[src/rtl/io_bus_ctrl_if.sv]
// CPU, RAM and UART signals around io_bus_ctrl, grouped into one bus.
// slave is the controller's view; master is the view of the cpu/ram/uart side.
interface io_bus_ctrl_if;
  logic [31:0] cpu_a;
  logic        cpu_wr;
  logic [7:0]  cpu_dout;
  logic [7:0]  cpu_din;
  logic        cpu_rdy;
  logic [16:0] ram_a;
  logic        ram_wr;
  logic [7:0]  ram_dout;
  logic [7:0]  ram_din;
  logic [7:0]  tx_data;
  logic        tx_valid;
  logic        tx_ready;
  logic [7:0]  rx_data;
  logic        rx_valid;
  logic        rx_pop;
  logic        halted;

  modport slave (
    input  cpu_a, cpu_wr, cpu_dout, ram_din, tx_ready, rx_data, rx_valid,
    output cpu_din, cpu_rdy, ram_a, ram_wr, ram_dout, tx_data, tx_valid, rx_pop, halted
  );

  modport master (
    output cpu_a, cpu_wr, cpu_dout, ram_din, tx_ready, rx_data, rx_valid,
    input  cpu_din, cpu_rdy, ram_a, ram_wr, ram_dout, tx_data, tx_valid, rx_pop, halted
  );
endinterface

[src/rtl/io_bus_ctrl.sv]
// CPU bus splitter: 128KB RAM pass-through plus an I/O window holding the UART TX FIFO,
// the RX pop path, a free-running cycle counter with byte snapshot, and a sticky halt flag.
module io_bus_ctrl #(
  parameter int TX_DEPTH_LOG2 = 4,
  parameter int CNT_W         = 32
) (
  input  logic         clk_in,
  input  logic         rst_in,
  io_bus_ctrl_if.slave bus
);

  typedef enum logic [1:0] {
    RUN     = 2'd0,
    RX_WAIT = 2'd1,
    TX_FULL = 2'd2
  } state_t;

  localparam int                     DEPTH    = 1 << TX_DEPTH_LOG2;
  localparam logic [TX_DEPTH_LOG2:0] PTR_ONE  = 1;
  localparam logic [CNT_W-1:0]       CNT_ONE  = 1;
  localparam logic [2:0]             REG_DATA = 3'd0;
  localparam logic [2:0]             REG_CNT0 = 3'd4;
  localparam logic [2:0]             REG_CNT1 = 3'd5;
  localparam logic [2:0]             REG_CNT2 = 3'd6;
  localparam logic [2:0]             REG_CNT3 = 3'd7;

  state_t                 state;
  logic [7:0]             fifo_mem [DEPTH];
  logic [TX_DEPTH_LOG2:0] wr_ptr;
  logic [TX_DEPTH_LOG2:0] rd_ptr;
  logic [CNT_W-1:0]       cycle_cnt;
  logic [CNT_W-1:0]       snap;
  logic                   sel_q;
  logic [7:0]             io_q;
  logic                   halted_q;

  logic       io_sel;
  logic       io_rd;
  logic       io_wr;
  logic [2:0] reg_a;
  logic       fifo_empty;
  logic       fifo_full;
  logic       tx_pop;
  logic       push_req;
  logic       push_ok;
  logic [7:0] push_data;
  logic       rx_req;
  logic       rx_take;
  logic       cpu_rdy;
  logic       unused_addr;

  assign io_sel      = (bus.cpu_a[17:16] == 2'b11);
  assign reg_a       = bus.cpu_a[2:0];
  assign io_rd       = io_sel & ~bus.cpu_wr;
  assign io_wr       = io_sel & bus.cpu_wr;
  assign unused_addr = ^bus.cpu_a[31:18];

  assign fifo_empty = (wr_ptr == rd_ptr);
  assign fifo_full  = (wr_ptr == {~rd_ptr[TX_DEPTH_LOG2], rd_ptr[TX_DEPTH_LOG2-1:0]});
  assign tx_pop     = ~fifo_empty & bus.tx_ready;

  // A zero byte to the data register is a no-op; the halt register always pushes 0x00.
  assign push_req  = rst_in & io_wr &
                     (((reg_a == REG_DATA) && (bus.cpu_dout != 8'h00)) || (reg_a == REG_CNT0));
  assign push_ok   = push_req & (~fifo_full | tx_pop);
  assign push_data = (reg_a == REG_CNT0) ? 8'h00 : bus.cpu_dout;

  assign rx_req  = rst_in & io_rd & (reg_a == REG_DATA);
  assign rx_take = rx_req & bus.rx_valid;

  always_comb begin
    // NOTE: default assigned first so every path drives cpu_rdy and no latch is inferred.
    cpu_rdy = 1'b1;
    if (rst_in) begin
      case (state)
        RUN:     cpu_rdy = ~(rx_req & ~bus.rx_valid) & ~(push_req & ~push_ok);
        RX_WAIT: cpu_rdy = rx_take;
        TX_FULL: cpu_rdy = push_ok;
        default: cpu_rdy = 1'b1;
      endcase
    end
  end

  assign bus.cpu_rdy  = cpu_rdy;
  assign bus.cpu_din  = sel_q ? io_q : bus.ram_din;
  assign bus.ram_a    = bus.cpu_a[16:0];
  assign bus.ram_dout = bus.cpu_dout;
  assign bus.ram_wr   = bus.cpu_wr & ~io_sel & cpu_rdy;
  assign bus.tx_data  = fifo_mem[rd_ptr[TX_DEPTH_LOG2-1:0]];
  assign bus.tx_valid = ~fifo_empty;
  assign bus.rx_pop   = rx_take;
  assign bus.halted   = halted_q;

  // NOTE: FIFO storage is not reset; the pointers alone decide which entries are live.
  always_ff @(posedge clk_in) begin
    if (push_ok) begin
      fifo_mem[wr_ptr[TX_DEPTH_LOG2-1:0]] <= push_data;
    end
  end

  // NOTE: all state here updates with <= so every register sees pre-edge values.
  always_ff @(posedge clk_in) begin
    if (!rst_in) begin
      state     <= RUN;
      wr_ptr    <= '0;
      rd_ptr    <= '0;
      cycle_cnt <= '0;
      snap      <= '0;
      sel_q     <= 1'b1;   // with io_q = 0 this presents cpu_din = 0 out of reset
      io_q      <= 8'h00;
      halted_q  <= 1'b0;
    end else begin
      cycle_cnt <= cycle_cnt + CNT_ONE;
      sel_q     <= io_sel;

      if (tx_pop)  rd_ptr <= rd_ptr + PTR_ONE;
      if (push_ok) wr_ptr <= wr_ptr + PTR_ONE;

      if (push_ok && (reg_a == REG_CNT0)) halted_q <= 1'b1;

      if (io_rd && cpu_rdy) begin
        case (reg_a)
          REG_DATA: io_q <= bus.rx_data;
          REG_CNT0: begin
            io_q <= cycle_cnt[7:0];
            snap <= cycle_cnt;
          end
          REG_CNT1: io_q <= snap[15:8];
          REG_CNT2: io_q <= snap[23:16];
          REG_CNT3: io_q <= snap[31:24];
          default:  io_q <= 8'h00;
        endcase
      end

      case (state)
        RUN: begin
          if (rx_req && !bus.rx_valid)  state <= RX_WAIT;
          else if (push_req && !push_ok) state <= TX_FULL;
        end
        RX_WAIT: if (rx_take || !rx_req)   state <= RUN;
        TX_FULL: if (push_ok || !push_req) state <= RUN;
        default: state <= RUN;
      endcase
    end
  end

endmodule

[src/flat_wrapper.sv]
// flat-port wrapper written by rule: the top's interface ports become plain ports
module io_bus_ctrl_flat 
#(
  parameter int TX_DEPTH_LOG2 = 4,
  parameter int CNT_W         = 32
)
  (clk_in, rst_in, bus_cpu_a, bus_cpu_wr, bus_cpu_dout, bus_ram_din, bus_tx_ready, bus_rx_data, bus_rx_valid, bus_cpu_din, bus_cpu_rdy, bus_ram_a, bus_ram_wr, bus_ram_dout, bus_tx_data, bus_tx_valid, bus_rx_pop, bus_halted);
  io_bus_ctrl_if bus_i ();
  input  logic clk_in;
  input  logic rst_in;
  input wire logic [$bits(bus_i.cpu_a)-1:0] bus_cpu_a;
  input wire logic [$bits(bus_i.cpu_wr)-1:0] bus_cpu_wr;
  input wire logic [$bits(bus_i.cpu_dout)-1:0] bus_cpu_dout;
  input wire logic [$bits(bus_i.ram_din)-1:0] bus_ram_din;
  input wire logic [$bits(bus_i.tx_ready)-1:0] bus_tx_ready;
  input wire logic [$bits(bus_i.rx_data)-1:0] bus_rx_data;
  input wire logic [$bits(bus_i.rx_valid)-1:0] bus_rx_valid;
  output wire logic [$bits(bus_i.cpu_din)-1:0] bus_cpu_din;
  output wire logic [$bits(bus_i.cpu_rdy)-1:0] bus_cpu_rdy;
  output wire logic [$bits(bus_i.ram_a)-1:0] bus_ram_a;
  output wire logic [$bits(bus_i.ram_wr)-1:0] bus_ram_wr;
  output wire logic [$bits(bus_i.ram_dout)-1:0] bus_ram_dout;
  output wire logic [$bits(bus_i.tx_data)-1:0] bus_tx_data;
  output wire logic [$bits(bus_i.tx_valid)-1:0] bus_tx_valid;
  output wire logic [$bits(bus_i.rx_pop)-1:0] bus_rx_pop;
  output wire logic [$bits(bus_i.halted)-1:0] bus_halted;
  assign bus_i.cpu_a = bus_cpu_a;
  assign bus_i.cpu_wr = bus_cpu_wr;
  assign bus_i.cpu_dout = bus_cpu_dout;
  assign bus_i.ram_din = bus_ram_din;
  assign bus_i.tx_ready = bus_tx_ready;
  assign bus_i.rx_data = bus_rx_data;
  assign bus_i.rx_valid = bus_rx_valid;
  assign bus_cpu_din = bus_i.cpu_din;
  assign bus_cpu_rdy = bus_i.cpu_rdy;
  assign bus_ram_a = bus_i.ram_a;
  assign bus_ram_wr = bus_i.ram_wr;
  assign bus_ram_dout = bus_i.ram_dout;
  assign bus_tx_data = bus_i.tx_data;
  assign bus_tx_valid = bus_i.tx_valid;
  assign bus_rx_pop = bus_i.rx_pop;
  assign bus_halted = bus_i.halted;
  io_bus_ctrl #(.TX_DEPTH_LOG2(TX_DEPTH_LOG2), .CNT_W(CNT_W)) u_core (.clk_in(clk_in), .rst_in(rst_in), .bus(bus_i));
endmodule
[config.mk]
export PLATFORM = sky130hd
export DESIGN_NAME = io_bus_ctrl_flat
export DESIGN_NICKNAME = d
export VERILOG_FILES = /design/src/rtl/io_bus_ctrl_if.sv /design/src/rtl/io_bus_ctrl.sv /design/src/flat_wrapper.sv
export SDC_FILE = /design/constraint.sdc
export NUM_CORES = 1
export LEC_CHECK = 0
export CORE_MARGIN = 8
export CORE_UTILIZATION = 56
export CTS_CLUSTER_DIAMETER = 30
export DETAILED_ROUTE_END_ITERATION = 8
export PLACE_DENSITY = 0.8
export SYNTH_ARGS = -nofsm -noshare
export SYNTH_HDL_FRONTEND = slang
export SYNTH_SLANG_ARGS = --single-unit
[constraint.sdc]
create_clock -name clk_in -period 3.4 [get_ports clk_in]
set_input_delay 0.34 -clock clk_in [delete_from_list [all_inputs] [get_ports clk_in]]
set_output_delay 0.34 -clock clk_in [all_outputs]
set_load 0.005 [all_outputs]
Word-level counts from Yosys, hierarchy flattened
Memories as Yosys holds them, arrays and structs flattened. A register that Yosys moved wholly into a read port is not among the register bits.
Cells that the tools add are included.

word-level totals
  register bits after elaboration = 86
  memory bits (writable) = 128
  bits of input ports = 61
  output and inout port bits = 46
  logic and storage cells = 79
  memories kept = 1

memory list
  name             depth  bits a word  rd ports  clocked after Yosys merged registers in  write ports  line               text
  u_core.fifo_mem  16     8            1         1                                        1            io_bus_ctrl.sv:28  logic [7:0] fifo_mem [DEPTH];

cells by class
  add/sub/neg operators = 3
  eq/ne operators = 12
  mux-type cells = 14
  bitwise logic cells = 24
  reduce and logical (&&, ||, !) cells = 17

operators with widths
  cell                   count
  $pmux 8 s5             1
  $add 32x1->32 const B  1
  $mux 8                 2
  $and 1x1->1            14
  $eq 3x3->1 const B     4
  $add 5x1->5 const B    2
  $eq 5x5->1             2
  $not 1->1              9
  $mux 2                 4
  $mux 4                 2
  $reduce_bool 8->1      1
  $pmux 2 s3             1
  $logic_and 1x1->1      5
  $eq 2x2->1 const B     2
  $logic_not 1->1        4
  $ne 2x1->1 const B     2
  $logic_not 3->1        1
  $logic_or 1x1->1       3
  $mux 1                 3
  $ne 3x1->1 const B     1
  $pmux 1 s3             1
  $reduce_and 3->1       1
  $eq 2x1->1 const B     1
  $logic_not 2->1        1
  2 further kinds        2

Depth between registers and ports, before layout
  word-level depth = 13
  gate-level depth with buffers = 9

Least setup slack after synthesis
OpenSTA, ideal clock, no wires.

  path kind = input-to-reg
  from = input bus_cpu_a[16]
  to = memory u_core.fifo_mem[3][0], enable pin
  setup time = 0.383 ns
  data arrival time = 2.146 ns
  data required time = 3.017 ns
  slack = 0.871 ns
  cell stages on the path = 6
  cells stage by stage = nand2_1 > or4_1 > a211oi_2 > buf_2 > nand2_1 > nor3_1

on the way
  word-level cells in the longest chain between the ends = 7

RTL lines
  what                          line                text
  start, declared               flat_wrapper.sv:11  input wire logic [$bits(bus_i.cpu_a)-1:0] bus_cpu_a;
  $eq 2x2->1                    io_bus_ctrl.sv:52   assign io_sel = (bus.cpu_a[17:16] == 2'b11);
  $and 1x1->1                   io_bus_ctrl.sv:55   assign io_wr = io_sel & bus.cpu_wr;
  $and 1x1->1 (2 in a row)      io_bus_ctrl.sv:63   assign push_req = rst_in & io_wr &
  $and 1x1->1                   io_bus_ctrl.sv:65   assign push_ok = push_req & (~fifo_full | tx_pop);
  $mux 1                        io_bus_ctrl.sv:96   if (push_ok) begin
  $mux 1 (not written as such)  io_bus_ctrl.sv:97   fifo_mem[wr_ptr[TX_DEPTH_LOG2-1:0]] <= push_data;
  end, declared                 io_bus_ctrl.sv:28

Every way passes these cells.

==> impl_metrics.ini <==
[setup_path]
worstSetupPathType = reg2out
reg2reg_setup_slack_ns = 0.85
critPathMaxFanout = 12
regToRegStartpoint = u_core.wr_ptr[3]
critPathCaptureType = output pin
cp-start-kind = flop
cp.arrival_ns = 2.96
worstPathRequired_ns = 3.06

[clock_network]
clock_sinks = 210
tritoncts = built
postCtsSetupRepairBufs = 0
ctsHtreeMaxLevel = 2
root_buffer = clkbuf_16
clkTransAtPathRegs_ns = 0.05
cts_hold_buf = 0
worstSkewPairLatency_ns = 0.51
ctsResizeCount = 0
cts_buffers = 36
cts_buffer_depth = 3

[timing]
skew_ns = 0.0303
finalCritPeriodShare_pct = 97.1
timing.final.crit_period_ns = 3.30
hold_viol_final = 0
timing.fmax_mhz = 303
rsz0062_at_grt = no
holdWs_ns = 0.170
finalSetupTns_ns = 0
layout_setup_ws_ns = 0.0969
setup_viol = 0
tightest_slew_ns = 1.24
max-slew-margin-rel_pct = 16.8
final_max_slew_viol_count = 0

[synthesis]
synthMuxAreaShare_pct = 15.6
synth.net_count = 726
syn-cell-area_um2 = 9130
synth_edf_count = 128
synth-xor-area-share_pct = 3.55
synthTopCellsByCount = edfxtp_1 (128), dfxtp_1 (82), nand2_1 (76), mux4_2 (47), and2_1 (32)
synth-seq-area-share_pct = 60.1
synth_cells = 659
ys_top_cells_by_area = edfxtp_1 (42%), dfxtp_1 (18%), mux4_2 (12%), nand2_1 (3.1%), mux2i_1 (2.9%)
synth_top_family_by_area = multiplexers
synth_top_area_share_pct = 42.1
yosys.cell_count.top_type = edfxtp_1
yosys.area_share.simple_pct = 12.8
ys_ff_latch = 210
synth_compound_area_share_pct = 3.22
ys_async_sr_fraction_pct = 0
synth.largest_area_cell = edfxtp_1
ys_warn_count = 0
ys.flop_type = edfxtp_1
yosys.cell_types.count = 50
syn_avg_cell_area_um2 = 13.9
synth_adder_area_share_pct = 0.822

[drt]
viasPerCell = 5.89
ant_nets = 0
drt_iter0_drc = 565
wl_per_cell_um = 21.9
wl_um = 21400
first_pass_iters = 8
via_count = 5757
drc = 0

[floorplan]
die-area_um2 = 20600
core_region_area_um2 = 15900
die_w_um = 144
rows = 46
die_h_um = 144
start_util_pct = 57.5
io_pins = 107

[grt]
track_usage_pct = 21.4
antenna_found_initial = 0
grt_overflow = 0
grt_pass1_vias = 6161
grt_pass1_wl_um = 33700
grt_max_degree = 106

[run_status]
outcome = finished, final reports clean

[cells_and_area]
syn2layout_area_growth_pct = 21.9
final_cells = 977
design_area_um2 = 11100
antenna_cells = 0
num-nets-final = 801
drive_gt1_share_pct = 20.2
finish.utilization_pct = 70.1

[placement]
hpwlAfterDp_um = 13800
portBuffers = 66
place_inst = 912
gp_congestion = 0.810
pre_cts_ws_ns = 0.114
placed_area_um2 = 9960

[power_and_ir_drop]
power_density_nw_per_um2 = 574
leakagePower_nw = 3.76
max-vdd-ir-drop_mv = 0.361
power_mw = 6.39

[worst_hold_path]
holdCritStartpoint = rst_in
hp-class = in2reg

[run]
max-cap-violations = 0
## worst paths after layout
check | endpoint | depth (start not counted)
setup reg to reg | u_core.snap[9] | 8
hold reg to reg | u_core.snap[8] | 2
setup / recovery | bus_tx_data[6] | 4
hold / removal | u_core.wr_ptr[1] | 2
## worst max-delay path: stages, from the launching register on
cell and delay (ns):
dfxtp_2 0.68, buf_12 0.23, mux4_2 0.56, mux4_2 0.50, clkdlybuf4s50_1 0.48
## layout make-up
| cell class | count | area (um^2) |
|---|---|---|
| fillers | 1004 | 4760 |
| clock buffers | 45 | 976 |
| inverters | 6 | 22.5 |
| multi-input cells | 386 | 3290 |
| repair buffers | 94 | 891 |
| well taps | 216 | 270 |
| clock inverters | 20 | 198 |
| flip-flops and latches | 210 | 5490 |
## power breakdown
part | total (mW) | internal [mW] | switching, mW | leakage [nW]
Combinational | 0.216 | 0.107 | 0.109 | 1.38
Sequential | 2.72 | 2.71 | 0.0105 | 1.82
Clock | 3.44 | 2.21 | 1.23 | 0.568
Total | 6.39 | 5.04 | 1.35 | 3.76
## per-layer routing
layer / track usage (%) / vias to the layer above / part of all wire [%]
li1: - / 2596 / -
met1: 23.4 / 2849 / 36
met2: 39.8 / 231 / 55
met3: 4.21 / 81 / 5.3
met4: 8.80 / 0 / 3.6
met5: 0 / - / 0
## sequential cells by signal, summed over array words and instances, names as in the netlist, named ones only
signal	flops
u_core.io_q	8
u_core.state	2
u_core.fifo_mem	128
u_core.rd_ptr	5
u_core.cycle_cnt	32
u_core.wr_ptr	5
u_core.snap	24
u_core.bus.halted	1
u_core.sel_q	1
## logic make-up after synthesis
| kind of cell | count (synthesis) |
|---|---|
| AND/OR/NAND/NOR | 220 |
| flip-flops | 210 |
| multiplexers | 82 |
| buffers and inverters | 63 |
| AO/OA/AOI/OAI | 41 |
| XOR/XNOR | 37 |
| adder cells (fa/ha/maj) | 6 |
## placed cells by master, fill, tap and decap left out, types with 3 or more instances in the layout
cell | Yosys | final
nand3_1 | 15 | 15
a21boi_0 | 6 | 6
inv_6 | 0 | 7
nand2_1 | 76 | 76
nor3_1 | 11 | 11
or3_1 | 8 | 8
o21ai_0 | 15 | 15
buf_4 | 25 | 26
nand2b_1 | 3 | 3
mux2i_1 | 26 | 26
clkinv_2 | 0 | 3
and4_1 | 4 | 4
nand4_1 | 19 | 19
clkbuf_1 | 20 | 6
clkbuf_16 | 0 | 37
mux4_2 | 47 | 47
inv_1 | 6 | 6
edfxtp_1 | 128 | 128
and2_1 | 32 | 32
ha_1 | 6 | 6
clkinv_4 | 0 | 4
nor2_1 | 19 | 19
nor2b_1 | 16 | 16
clkinvlp_4 | 0 | 3
dfxtp_1 | 82 | 81
a22o_1 | 7 | 7
xnor2_1 | 18 | 18
xor2_1 | 19 | 19
and3_1 | 4 | 4
clkdlybuf4s50_1 | 0 | 65
mux2_2 | 9 | 9
No activity file was read; power rests on OpenSTA's default activity.
